===== config.mk =====
export PLATFORM = sky130hd
export DESIGN_NAME = hit_manager_flat
export DESIGN_NICKNAME = d
export VERILOG_FILES = /design/src/rtl/hit_manager_if.sv /design/src/rtl/hit_manager.sv /design/src/flat_wrapper.sv
export SDC_FILE = /design/constraint.sdc
export NUM_CORES = 1
export LEC_CHECK = 0
export CORE_ASPECT_RATIO = 1.2
export CORE_UTILIZATION = 43
export DETAILED_ROUTE_END_ITERATION = 10
export PLACE_DENSITY = 0.66
export REMOVE_ABC_BUFFERS = 1
export SLEW_MARGIN = 10
export SYNTH_ARGS = -nofsm -noshare
export SYNTH_HDL_FRONTEND = slang
export SYNTH_SLANG_ARGS = --single-unit

===== constraint.sdc =====
create_clock -name clk -period 5.25 [get_ports clk]
set_clock_uncertainty 0.15 [all_clocks]
set_input_delay 1.3125 -clock clk [delete_from_list [all_inputs] [get_ports clk]]
set_output_delay 1.3125 -clock clk [all_outputs]
set_load 0.03 [all_outputs]

===== src/rtl/hit_manager_if.sv =====
// Bundles the collision-side inputs and the game-consequence outputs of hit_manager.
// The producer of hits/ticks uses the master modport; hit_manager uses the slave modport.
interface hit_manager_if;
    logic       tick;
    logic       start;
    logic       p1_hit;
    logic       p2_hit;
    logic [7:0] bullet_destroy;
    logic       p1_alive;
    logic       p2_alive;
    logic       p1_shield;
    logic       p2_shield;
    logic [1:0] p1_lives;
    logic [1:0] p2_lives;
    logic       p1_boom;
    logic       p2_boom;
    logic       p1_respawn;
    logic       p2_respawn;
    logic [7:0] bullet_kill;
    logic       bullet_clear;
    logic [1:0] game_state;
    logic [1:0] winner;

    modport master (
        output tick, start, p1_hit, p2_hit, bullet_destroy,
        input  p1_alive, p2_alive, p1_shield, p2_shield, p1_lives, p2_lives,
               p1_boom, p2_boom, p1_respawn, p2_respawn, bullet_kill,
               bullet_clear, game_state, winner
    );

    modport slave (
        input  tick, start, p1_hit, p2_hit, bullet_destroy,
        output p1_alive, p2_alive, p1_shield, p2_shield, p1_lives, p2_lives,
               p1_boom, p2_boom, p1_respawn, p2_respawn, bullet_kill,
               bullet_clear, game_state, winner
    );
endinterface


===== src/rtl/hit_manager.sv =====
// Turns per-cycle collision results into lives, death/respawn/invulnerability
// sequencing per tank, bullet removal commands and the match state machine.
module hit_manager #(
    parameter int LIVES         = 3,
    parameter int DEAD_FRAMES   = 60,
    parameter int INVULN_FRAMES = 90
) (
    input  logic          clk,
    input  logic          rstn,
    hit_manager_if.slave  bus
);

    typedef enum logic [1:0] {
        M_IDLE = 2'b00,
        M_PLAY = 2'b01,
        M_OVER = 2'b10
    } match_e;

    typedef enum logic [1:0] {
        P_ALIVE  = 2'b00,
        P_DEAD   = 2'b01,
        P_INVULN = 2'b10,
        P_OUT    = 2'b11
    } player_e;

    localparam logic [1:0] LIVES_INIT = 2'(LIVES);
    localparam logic [7:0] DEAD_CNT   = 8'(DEAD_FRAMES);
    localparam logic [7:0] INVULN_CNT = 8'(INVULN_FRAMES);

    match_e     match_r, match_s;
    player_e    pst_r   [2];
    player_e    pst_s   [2];
    logic [1:0] lives_r [2];
    logic [1:0] lives_s [2];
    logic [7:0] cnt_r   [2];
    logic [7:0] cnt_s   [2];
    logic [1:0] winner_r, winner_s;
    logic [1:0] hit_s, lost_s;
    logic [1:0] boom_r, boom_s;
    logic [1:0] respawn_r, respawn_s;
    logic [1:0] alive_r, alive_s;
    logic [1:0] shield_r, shield_s;
    logic       clear_r, clear_s;
    logic [7:0] kill_r, kill_s;

    // Next-state logic for the match FSM and both player FSMs, plus next output values.
    always_comb begin
        hit_s     = {bus.p2_hit, bus.p1_hit};
        match_s   = match_r;
        winner_s  = winner_r;
        clear_s   = 1'b0;
        boom_s    = 2'b00;
        respawn_s = 2'b00;
        lost_s    = 2'b00;
        alive_s   = 2'b00;
        shield_s  = 2'b00;
        kill_s    = (match_r == M_PLAY) ? bus.bullet_destroy : 8'h00;
        for (int i = 0; i < 2; i++) begin
            pst_s[i]   = pst_r[i];
            lives_s[i] = lives_r[i];
            cnt_s[i]   = cnt_r[i];
        end

        case (match_r)
            M_PLAY: begin
                for (int i = 0; i < 2; i++) begin
                    case (pst_r[i])
                        P_ALIVE: begin
                            if (hit_s[i]) begin
                                boom_s[i]  = 1'b1;
                                lives_s[i] = (lives_r[i] != 2'd0) ? (lives_r[i] - 2'd1) : 2'd0;
                                if (lives_r[i] <= 2'd1) begin
                                    pst_s[i]  = P_OUT;
                                    cnt_s[i]  = 8'd0;
                                    lost_s[i] = 1'b1;
                                end else begin
                                    pst_s[i] = P_DEAD;
                                    cnt_s[i] = DEAD_CNT;
                                end
                            end else begin
                                pst_s[i] = P_ALIVE;
                            end
                        end
                        P_DEAD: begin
                            if (bus.tick) begin
                                if (cnt_r[i] <= 8'd1) begin
                                    pst_s[i]     = P_INVULN;
                                    cnt_s[i]     = INVULN_CNT;
                                    respawn_s[i] = 1'b1;
                                end else begin
                                    cnt_s[i] = cnt_r[i] - 8'd1;
                                end
                            end else begin
                                cnt_s[i] = cnt_r[i];
                            end
                        end
                        P_INVULN: begin
                            if (bus.tick) begin
                                if (cnt_r[i] <= 8'd1) begin
                                    pst_s[i] = P_ALIVE;
                                    cnt_s[i] = 8'd0;
                                end else begin
                                    cnt_s[i] = cnt_r[i] - 8'd1;
                                end
                            end else begin
                                cnt_s[i] = cnt_r[i];
                            end
                        end
                        P_OUT: begin
                            pst_s[i] = P_OUT;
                        end
                        default: begin
                            pst_s[i] = P_OUT;
                        end
                    endcase
                end
                // Simultaneous final-life losses end the match as a draw.
                if (lost_s != 2'b00) begin
                    match_s = M_OVER;
                    clear_s = 1'b1;
                    if (lost_s == 2'b11) begin
                        winner_s = 2'b11;
                    end else if (lost_s[0]) begin
                        winner_s = 2'b10;
                    end else begin
                        winner_s = 2'b01;
                    end
                end else begin
                    match_s = M_PLAY;
                end
            end
            M_IDLE, M_OVER: begin
                if (bus.start) begin
                    match_s  = M_PLAY;
                    winner_s = 2'b00;
                    clear_s  = 1'b1;
                    for (int i = 0; i < 2; i++) begin
                        pst_s[i]   = P_ALIVE;
                        lives_s[i] = LIVES_INIT;
                        cnt_s[i]   = 8'd0;
                    end
                end else begin
                    match_s = match_r;
                end
            end
            default: begin
                match_s = M_IDLE;
            end
        endcase

        for (int i = 0; i < 2; i++) begin
            alive_s[i]  = (pst_s[i] == P_ALIVE) || (pst_s[i] == P_INVULN);
            shield_s[i] = (pst_s[i] == P_INVULN);
        end
    end

    // State and output registers; reset leaves the match idle with both tanks out.
    always_ff @(posedge clk or negedge rstn) begin
        if (!rstn) begin
            match_r   <= M_IDLE;
            winner_r  <= 2'b00;
            boom_r    <= 2'b00;
            respawn_r <= 2'b00;
            alive_r   <= 2'b00;
            shield_r  <= 2'b00;
            clear_r   <= 1'b0;
            kill_r    <= 8'h00;
            for (int i = 0; i < 2; i++) begin
                pst_r[i]   <= P_OUT;
                lives_r[i] <= 2'd0;
                cnt_r[i]   <= 8'd0;
            end
        end else begin
            match_r   <= match_s;
            winner_r  <= winner_s;
            boom_r    <= boom_s;
            respawn_r <= respawn_s;
            alive_r   <= alive_s;
            shield_r  <= shield_s;
            clear_r   <= clear_s;
            kill_r    <= kill_s;
            for (int i = 0; i < 2; i++) begin
                pst_r[i]   <= pst_s[i];
                lives_r[i] <= lives_s[i];
                cnt_r[i]   <= cnt_s[i];
            end
        end
    end

    assign bus.game_state   = match_r;
    assign bus.winner       = winner_r;
    assign bus.p1_alive     = alive_r[0];
    assign bus.p2_alive     = alive_r[1];
    assign bus.p1_shield    = shield_r[0];
    assign bus.p2_shield    = shield_r[1];
    assign bus.p1_lives     = lives_r[0];
    assign bus.p2_lives     = lives_r[1];
    assign bus.p1_boom      = boom_r[0];
    assign bus.p2_boom      = boom_r[1];
    assign bus.p1_respawn   = respawn_r[0];
    assign bus.p2_respawn   = respawn_r[1];
    assign bus.bullet_kill  = kill_r;
    assign bus.bullet_clear = clear_r;

endmodule


===== src/flat_wrapper.sv =====
// flat-port wrapper written by rule: the top's interface ports become plain ports
module hit_manager_flat 
#(
    parameter int LIVES         = 3,
    parameter int DEAD_FRAMES   = 60,
    parameter int INVULN_FRAMES = 90
)
  (clk, rstn, bus_tick, bus_start, bus_p1_hit, bus_p2_hit, bus_bullet_destroy, bus_p1_alive, bus_p2_alive, bus_p1_shield, bus_p2_shield, bus_p1_lives, bus_p2_lives, bus_p1_boom, bus_p2_boom, bus_p1_respawn, bus_p2_respawn, bus_bullet_kill, bus_bullet_clear, bus_game_state, bus_winner);
  hit_manager_if bus_i ();
  input  logic clk;
  input  logic rstn;
  input wire logic [$bits(bus_i.tick)-1:0] bus_tick;
  input wire logic [$bits(bus_i.start)-1:0] bus_start;
  input wire logic [$bits(bus_i.p1_hit)-1:0] bus_p1_hit;
  input wire logic [$bits(bus_i.p2_hit)-1:0] bus_p2_hit;
  input wire logic [$bits(bus_i.bullet_destroy)-1:0] bus_bullet_destroy;
  output wire logic [$bits(bus_i.p1_alive)-1:0] bus_p1_alive;
  output wire logic [$bits(bus_i.p2_alive)-1:0] bus_p2_alive;
  output wire logic [$bits(bus_i.p1_shield)-1:0] bus_p1_shield;
  output wire logic [$bits(bus_i.p2_shield)-1:0] bus_p2_shield;
  output wire logic [$bits(bus_i.p1_lives)-1:0] bus_p1_lives;
  output wire logic [$bits(bus_i.p2_lives)-1:0] bus_p2_lives;
  output wire logic [$bits(bus_i.p1_boom)-1:0] bus_p1_boom;
  output wire logic [$bits(bus_i.p2_boom)-1:0] bus_p2_boom;
  output wire logic [$bits(bus_i.p1_respawn)-1:0] bus_p1_respawn;
  output wire logic [$bits(bus_i.p2_respawn)-1:0] bus_p2_respawn;
  output wire logic [$bits(bus_i.bullet_kill)-1:0] bus_bullet_kill;
  output wire logic [$bits(bus_i.bullet_clear)-1:0] bus_bullet_clear;
  output wire logic [$bits(bus_i.game_state)-1:0] bus_game_state;
  output wire logic [$bits(bus_i.winner)-1:0] bus_winner;
  assign bus_i.tick = bus_tick;
  assign bus_i.start = bus_start;
  assign bus_i.p1_hit = bus_p1_hit;
  assign bus_i.p2_hit = bus_p2_hit;
  assign bus_i.bullet_destroy = bus_bullet_destroy;
  assign bus_p1_alive = bus_i.p1_alive;
  assign bus_p2_alive = bus_i.p2_alive;
  assign bus_p1_shield = bus_i.p1_shield;
  assign bus_p2_shield = bus_i.p2_shield;
  assign bus_p1_lives = bus_i.p1_lives;
  assign bus_p2_lives = bus_i.p2_lives;
  assign bus_p1_boom = bus_i.p1_boom;
  assign bus_p2_boom = bus_i.p2_boom;
  assign bus_p1_respawn = bus_i.p1_respawn;
  assign bus_p2_respawn = bus_i.p2_respawn;
  assign bus_bullet_kill = bus_i.bullet_kill;
  assign bus_bullet_clear = bus_i.bullet_clear;
  assign bus_game_state = bus_i.game_state;
  assign bus_winner = bus_i.winner;
  hit_manager #(.LIVES(LIVES), .DEAD_FRAMES(DEAD_FRAMES), .INVULN_FRAMES(INVULN_FRAMES)) u_core (.clk(clk), .rstn(rstn), .bus(bus_i));
endmodule

* Yosys cells after proc, flatten, opt, wreduce, memory -nomap -nowiden
Cells that the tools add are included.
** Operators by class
- Reductions and logical operators :: 17
- Multiplexer cells :: 72
- Add/sub/neg operators :: 4
- Magnitude comparators :: 4
- Eq/ne operators :: 25
** Operators with widths (count)
- $mux 8 :: 11
- $mux 2 :: 26
- $pmux 8 s3 :: 2
- $pmux 16 s2 :: 1
- $mux 1 :: 20
- $ne 3x3->1 const B :: 6
- $eq 2x2->1 const B :: 8
- $le 8x1->1 const B :: 2
- $mux 16 :: 1
- $pmux 2 s4 :: 2
- $pmux 4 s2 :: 2
- $sub 8x1->8 const B :: 2
- $mux 6 :: 2
- $ne 2x2->1 const B :: 6
- $reduce_and 6->1 :: 2
- $logic_not 2->1 :: 5
- $mux 4 :: 2
- $ne 4x4->1 const B :: 2
- $pmux 2 s2 :: 2
- $reduce_and 4->1 :: 2
- $reduce_bool 2->1 :: 4
- $eq 2x1->1 const B :: 3
- $le 2x1->1 const B :: 2
- $sub 2x1->2 const B :: 2
- 4 further kinds :: 5
** Storage, ports and cells
- Output and inout port bits :: 25
- Input bits :: 14
- Bits in registers :: 45
- Word-level logic and storage cells :: 136

* Logic depth before layout (Yosys ltp)
Gate-level depths: netlist (run 1).
- Depth in word-level cells :: 9
- Depth in mapped cells :: 8
- Mapped depth without buffers :: 7

* Least setup slack after synthesis (run 1)
No wires, ideal clock.
- Path type :: input -> register
- Start :: input port bus_p1_hit
- End :: register u_core.cnt_r[14] (netlist bit)
- Stages :: 6
- Required time :: 5.018 ns
- Data arrival time :: 2.477 ns
- Buffers on the path :: 1
- Setup time :: 0.082 ns
- Slack :: 2.540 ns
- Path through :: nand2b_1 > o2111ai_4 > and2_4 > buf_6 > or4_1 > o22ai_1
** Between the ends
- Word-level cells in the longest chain between the ends :: 2
** RTL lines
- start: declaration :: RTL line flat_wrapper.sv:14 : input wire logic [$bits(bus_i.p1_hit)-1:0] bus_p1_hit;
- $ne 3x3->1 (no source line)
- $reduce_and 6->1 (no source line)
- end signal: indexed assignment :: RTL line hit_manager.sv:185 : cnt_r[i] <= cnt_s[i];
- end: declaration :: RTL line hit_manager.sv:35 : logic [7:0] cnt_r [2];
Every way passes these cells.
A chain may end at the register's enable or synchronous reset.

* Worst setup path in the final report (run 1)
- Start :: input port bus_start
- End :: register u_core.cnt_r[14] (netlist bit)
** Between the ends
- Word-level cells in the longest chain between the ends :: 2
** RTL lines
- start: declaration :: RTL line flat_wrapper.sv:13 : input wire logic [$bits(bus_i.start)-1:0] bus_start;
- $ne 2x2->1 (no source line)
- $reduce_and 6->1 (no source line)
Every way passes these cells.

==> reports/results.tsv, run 1 <==
metric	value	unit
outcome	complete, but fails checks	
violations	design-rule violations	
crit_path_cell_trace	clkdlybuf4s50_1 -> nand2b_1 -> and2_4 -> or4_1 -> o22ai_1	
cp.arrival	3.17	ns
synth_fa_ha_area_frac	0.0613	
clkPwrFrac	0.118	
p_int	1.07	mW
start_util	0.456	
critPathKind	input port to flip-flop	
max_stage_delay	0.51	ns
min_period	3.10	ns
tightestPinTransition	1.00	ns
finalSetupTns	0	ns
wl_met3	210	µm
cp_max_fo	20	
drc	6	
ys_seq_area_frac	0.462	
synth_top_area_cell	dfrtp_1	
synth_cell_types	49	
cp-start-kind	input port	
cts_setup_buffers	0	
postRouteAntennaNets	0	
maxUsedRoutingLayer	met4	
cp_num_cells	5	
gr-usage-all-layers	0.190	
power_density	661	nW/µm²
drv_slew	0	
ioPinCount	39	
wl_per_cell	14.5	µm
pwr-share-seq	0.314	
synth-edff-count	0	
finalSetupViolCount	0	
largest_reg_flops	16	
via_per_inst	5.53	
dieWidth	70.9	µm
clk_pin_slew_worst_paths	0.08	ns
peakVddDrop	0.303	mV
combPwrFrac	0.568	
switching_share	0.457	
antenna_found_initial	0	
grt_pass1_vias	1899	
required	5.32	ns
place_ws	1.83	ns
final_area	2970	µm²
ys_ff_latch	45	
num_vias	2002	
met2_length	2440	µm
clockBufferDepth	2	
synth-simple-area-share	0.244	
yosysTopAreaCellShare	0.419	
reg2reg_depth	7	
cts_resized	0	
postPlaceCellArea	2870	µm²
drt_iter0_markers	107	
firstDrtPassIters	7	
gp_congestion	0.887	
crit_slowest_cell	clkdlybuf4s50_1	
synth_top_family_by_area	simple AND/OR/NAND/NOR gates	
relSlewSlack	0.333	
fp.coreArea	5370	µm²
hold_viol_final	0	
cts.sinks	45	
crit_buf_inv	1	
synthXorXnorAreaFrac	0.0107	
ys_top_cells_by_area	dfrtp_1, ha_1, dfstp_2, nand2_1, o21ai_0	
whs	0.377	ns
max_freq	323	MHz
post_synth.cell_area_avg	9.41	µm²
antennaDiodeCount	0	
nets	325	
cp-end-kind	flip-flop	
fin_ws	2.15	ns
synth-async-reset-ratio	1.00	
tritoncts	done	
grt_first_pass_wirelength	9000	µm
wirelength	5250	µm
cts-root-buf	clkbuf_8	
min_period_over_period	0.590	
areaGrowthSynthToFinish	21.4	%
hold_buffers	0	
dp_hpwl	3730	µm
gr-total-overflow	0	
drv_cap	0	
synthCells	260	
htreeDepth	2	
hold_depth	2	
cts_buffers	5	
wl_met1	2550	µm
path_delay_family	simple AND/OR/NAND/NOR gates	
drive_gt1_frac	0.0867	
yosys_warnings	0	
clk_latency	0.29	ns
hold_class	flip-flop to flip-flop	
grt_max_degree	46	
rows	29	
synthFlopType	dfrtp_1	
synthMuxAreaShare	0.00869	
rsz0062_at_grt	false	
port_buffers	38	
dieArea	6000	µm²
synth-compound-area-share	0.169	
chipHeight	84.6	µm
syn_area	2450	µm²
power.leakage	1.33	nW
p_sw	898	µW
top_register	u_core.cnt_r	
==> logic make-up after synthesis <==
logic type / after synthesis
compound gates: 60
xor+xnor: 3
fa+ha+maj: 12
buf+inv: 25
flops: 45
mux: 2
simple gates: 113
==> area by class of cell <==
cell class              count  area (µm²)
clock inverters             1        5.00
multi-input cells         190        1210
clock buffers               7        96.3
repair buffers             39         383
inverters                  18        67.6
flip-flops and latches     45        1130
fillers                   482        2400
well taps                  62        77.6
==> power groups by stage <==
stage               Clock (mW)  Sequential [mW]  Combinational, mW
finish                   0.231            0.618               1.12
global route             0.256            0.639               1.23
CTS                      0.240            0.616               1.12
detailed placement           0            0.622               1.11
global placement             0            0.622               1.10
floorplan                    0            0.749              0.665
==> tightest hold or removal path, cell delays in order (launching register included) <==
cell and delay [ns]:
dfrtp_1 0.36, nand3_1 0.07, nand2_1 0.06
==> cells in the mapped netlist, types with 2 or more instances <==
cell type	number
inv_1	18
and3_1	2
a22oi_1	2
nand2b_1	4
o21bai_1	2
nor2_1	16
nand2_1	28
xnor2_1	2
a31o_2	2
dfrtp_1	41
o21ai_0	17
nor4b_1	2
nor3_1	7
dfstp_2	4
clkbuf_1	4
or4_1	2
o21a_1	2
and2_1	11
ha_1	12
nor2b_1	7
a41oi_1	3
or3_1	2
o31ai_1	3
a21oi_1	7
or2_2	4
a21o_1	6
nand4_1	5
a31oi_1	8
nor4_1	2
nand3_1	16
==> layout by cell type, fill, tap and decap left out, drive strengths merged, types with 2 or more instances in the layout <==
| cell | instances |
|---|---|
| a31oi | 8 |
| or2 | 4 |
| a21oi | 7 |
| or4 | 2 |
| nand4 | 5 |
| dfstp | 4 |
| o31ai | 3 |
| and3 | 2 |
| nor3 | 7 |
| a41oi | 3 |
| inv | 18 |
| clkbuf | 7 |
| clkdlybuf4s50 | 37 |
| o21ai | 17 |
| buf | 2 |
| nor4b | 2 |
| a21o | 6 |
| nand2 | 28 |
| ha | 12 |
| a22oi | 2 |
| xnor2 | 2 |
| nor2 | 16 |
| or3 | 3 |
| and2 | 12 |
| a31o | 2 |
| nor2b | 7 |
| o21a | 2 |
| nor4 | 3 |
| o21bai | 2 |
| dfrtp | 41 |
| nand3 | 16 |
| nand2b | 4 |
==> layer usage <==
layer	track usage	vias to the layer above
li1	-	1004
met5	0	-
met2	0.314	46
met3	0.0360	4
met4	0.0600	0
met1	0.251	948
==> path summary, 6_finish.rpt <==
| kind | start | to | slack, ns |
|---|---|---|---|
| max | bus_start | u_core.cnt_r[14] | 2.15 |
| min | u_core.bus.winner[1] | u_core.bus.winner[1] | 0.38 |
| max reg2reg | u_core.cnt_r[0] | u_core.cnt_r[4] | 2.88 |
| min reg2reg | u_core.bus.winner[1] | u_core.bus.winner[1] | 0.38 |
| max in group asynchronous | rstn | u_core.cnt_r[9] | 3.30 |
| min in group asynchronous | rstn | u_core.cnt_r[12] | 1.04 |
==> through the flow <==
stage               total power, mW  std cells  utilization
floorplan                      1.41        253            -
global placement               1.72        354        0.534
detailed placement             1.73        354        0.534
CTS                            1.97        362        0.553
global route                   2.12        362        0.553
finish                         1.96        362        0.553
Note: power is estimated with default switching activity, not from simulation.
==> run 2: changes to the inputs <==
Settings changed: PLACE_DENSITY 0.66 to 0.69.
Clock period 5.25 ns to 2.8 ns, I/O delays scaled along.
==> run 2 against run 1 <==
Against the previous run: the flow now finishes without violations; sequential power is 88% higher; cell count is 1.9% higher; largest cell class unchanged; via count is 1.3% higher.
==> reports/results.tsv, run 2 (synthesis gave the netlist of run 1 again) <==
metric	value	unit	change
outcome	finished, final reports clean		
clockBufferDepth	2		unchanged
nets	332		+2.2%
port_buffers	38		unchanged
crit_buf_inv	1		unchanged
firstDrtPassIters	6		-1
required	1.95	ns	-3.37 ns
cts_resized	0		unchanged
drt_iter0_markers	236		+120%
drv_cap	0		unchanged
final_area	3060	µm²	+2.9%
multi_input_area	1210	µm²	unchanged
cts_setup_buffers	0		unchanged
finalSetupViolCount	0		unchanged
power.leakage	1.37	nW	+3.5%
hold_class	input port to async pin		
total_power	3.91	mW	+99%
cp-end-kind	primary output		
grt_max_degree	40		-13%
via_per_inst	5.50		-0.62%
num_vias	2028		+1.3%
max_freq	401	MHz	
max_stage_delay	0.75	ns	+0.24 ns
clk_latency	0.29	ns	about the same
peakVddDrop	0.869	mV	+190%
start_util	0.456		unchanged
cts_buffers	5		unchanged
wirelength	5330	µm	+1.5%
cp_max_fo	12		-40%
drive_gt1_frac	0.107		+0.0208
rr_endpoint	u_core.cnt_r[4]		
wl_per_cell	14.4	µm	-0.46%
critPathKind	flip-flop to primary output		
drv_slew	0		unchanged
seq_area	1130	µm²	unchanged
gr-usage-all-layers	0.192		+0.00217
r2r_start	u_core.cnt_r[0]		
crit_slowest_cell	clkdlybuf4s50_1		
finalSetupTns	0	ns	unchanged
rsz0062_at_grt	false		
min_period_over_period	0.891		
crit_path_cell_trace	clkdlybuf4s50_1		
reg2reg_depth	7		unchanged
finalNonFillerCells	369		+1.9%
ioPinCount	39		unchanged
chipHeight	84.6	µm	unchanged
cts.sinks	45		unchanged
grt_pass1_vias	1987		+4.6%
postRouteAntennaNets	0		unchanged
antennaDiodeCount	0		unchanged
dieArea	6000	µm²	unchanged
cp-start-kind	flip-flop		
grt_first_pass_wirelength	9270	µm	+2.9%
hold_buffers	0		unchanged
htreeDepth	2		unchanged
r2r_slack	0.38	ns	-2.50 ns
tritoncts	done		
gr-total-overflow	0		unchanged
drc	0		-6
rows	29		unchanged
fp.coreArea	5370	µm²	unchanged
clk_pin_slew_worst_paths	0.08	ns	about the same
postPlaceCellArea	2920	µm²	+1.8%
hold_viol_final	0		unchanged
gp_congestion	0.861		-2.9%
largest_reg_flops	16		unchanged
mostFrequentLayoutCells	dfrtp_1, clkdlybuf4s50_1, nand2_1, inv_1, o21ai_0		
cts-root-buf	clkbuf_8		
dieWidth	70.9	µm	unchanged
layout_commonest_cell	dfrtp_1		
path_delay_family	buffers and inverters		
dp_hpwl	4080	µm	+9.4%
power_density	1280	nW/µm²	+93%
place_inst	361		+2.0%
tightestPinTransition	0.849	ns	-0.151 ns
areaGrowthSynthToFinish	24.8	%	
relSlewSlack	0.434		+0.101
whs	0.360	ns	-0.0165 ns
antenna_found_initial	0		unchanged
cp.arrival	1.64	ns	-1.53 ns
top_register	u_core.cnt_r		
min_period	2.49	ns	
fillCellCount	482		unchanged
run 2: changes by cell type in the layout (fill, tap and decap cells not counted):
cell	delta
clkbuf_8	-2
bufinv_16	+2
buf_4	+7
run 2: stage by stage:
stage,util,setup WS (ns)
2_1_floorplan,-,0.122
3_3_place_gp,0.544,0.259
3_5_place_dp,0.544,0.191
4_1_cts,0.569,0.317
5_1_grt,0.569,0.222
6_report,0.569,0.306
run 2: power breakdown:
group / total (mW) / switching, mW / internal [mW]
combinational: 2.18 / 1.26 / 0.920
sequential: 1.16 / 0.249 / 0.914
clock: 0.567 / 0.212 / 0.354
total: 3.91 / 1.72 / 2.19
run 2: routing by layer:
metal,GRT usage,share of wire,up-vias
met3,0.0396,0.029,4
met5,0,0,-
met4,0.0491,0.0066,0
li1,-,-,1012
met2,0.328,0.51,40
met1,0.248,0.45,972
run 2: how the worst max path moves through the flow:
stage,slack (ns),from,endpoint,cells after the start
final,0.31,u_core.bus.game_state[0],bus_game_state[0],1
after floorplan,0.12,u_core.bus.game_state[0],u_core.cnt_r[14],5
after CTS,0.32,u_core.bus.game_state[0],bus_game_state[0],1
after global routing,0.22,u_core.cnt_r[0],u_core.cnt_r[4],7
after detailed placement,0.19,bus_tick,u_core.cnt_r[14],5
after global placement,0.26,bus_tick,u_core.cnt_r[14],5
run 2: area by class of cell:
cell class	count	share of cell area
Tap cell	62	0.0254
Clock inverter	3	0.0213
Multi-Input combinational cell	190	0.396
Sequential cell	45	0.370
Timing Repair Buffer	46	0.143
Clock buffer	5	0.0225
Inverter	18	0.0221
==> run 3: changes to the inputs <==
Settings changed: CTS_CLUSTER_DIAMETER from default to 200, SLEW_MARGIN 10 to 20.
==> results of run 3 <==
No change in the layout: final DEF, timing and power equal those of run 2.
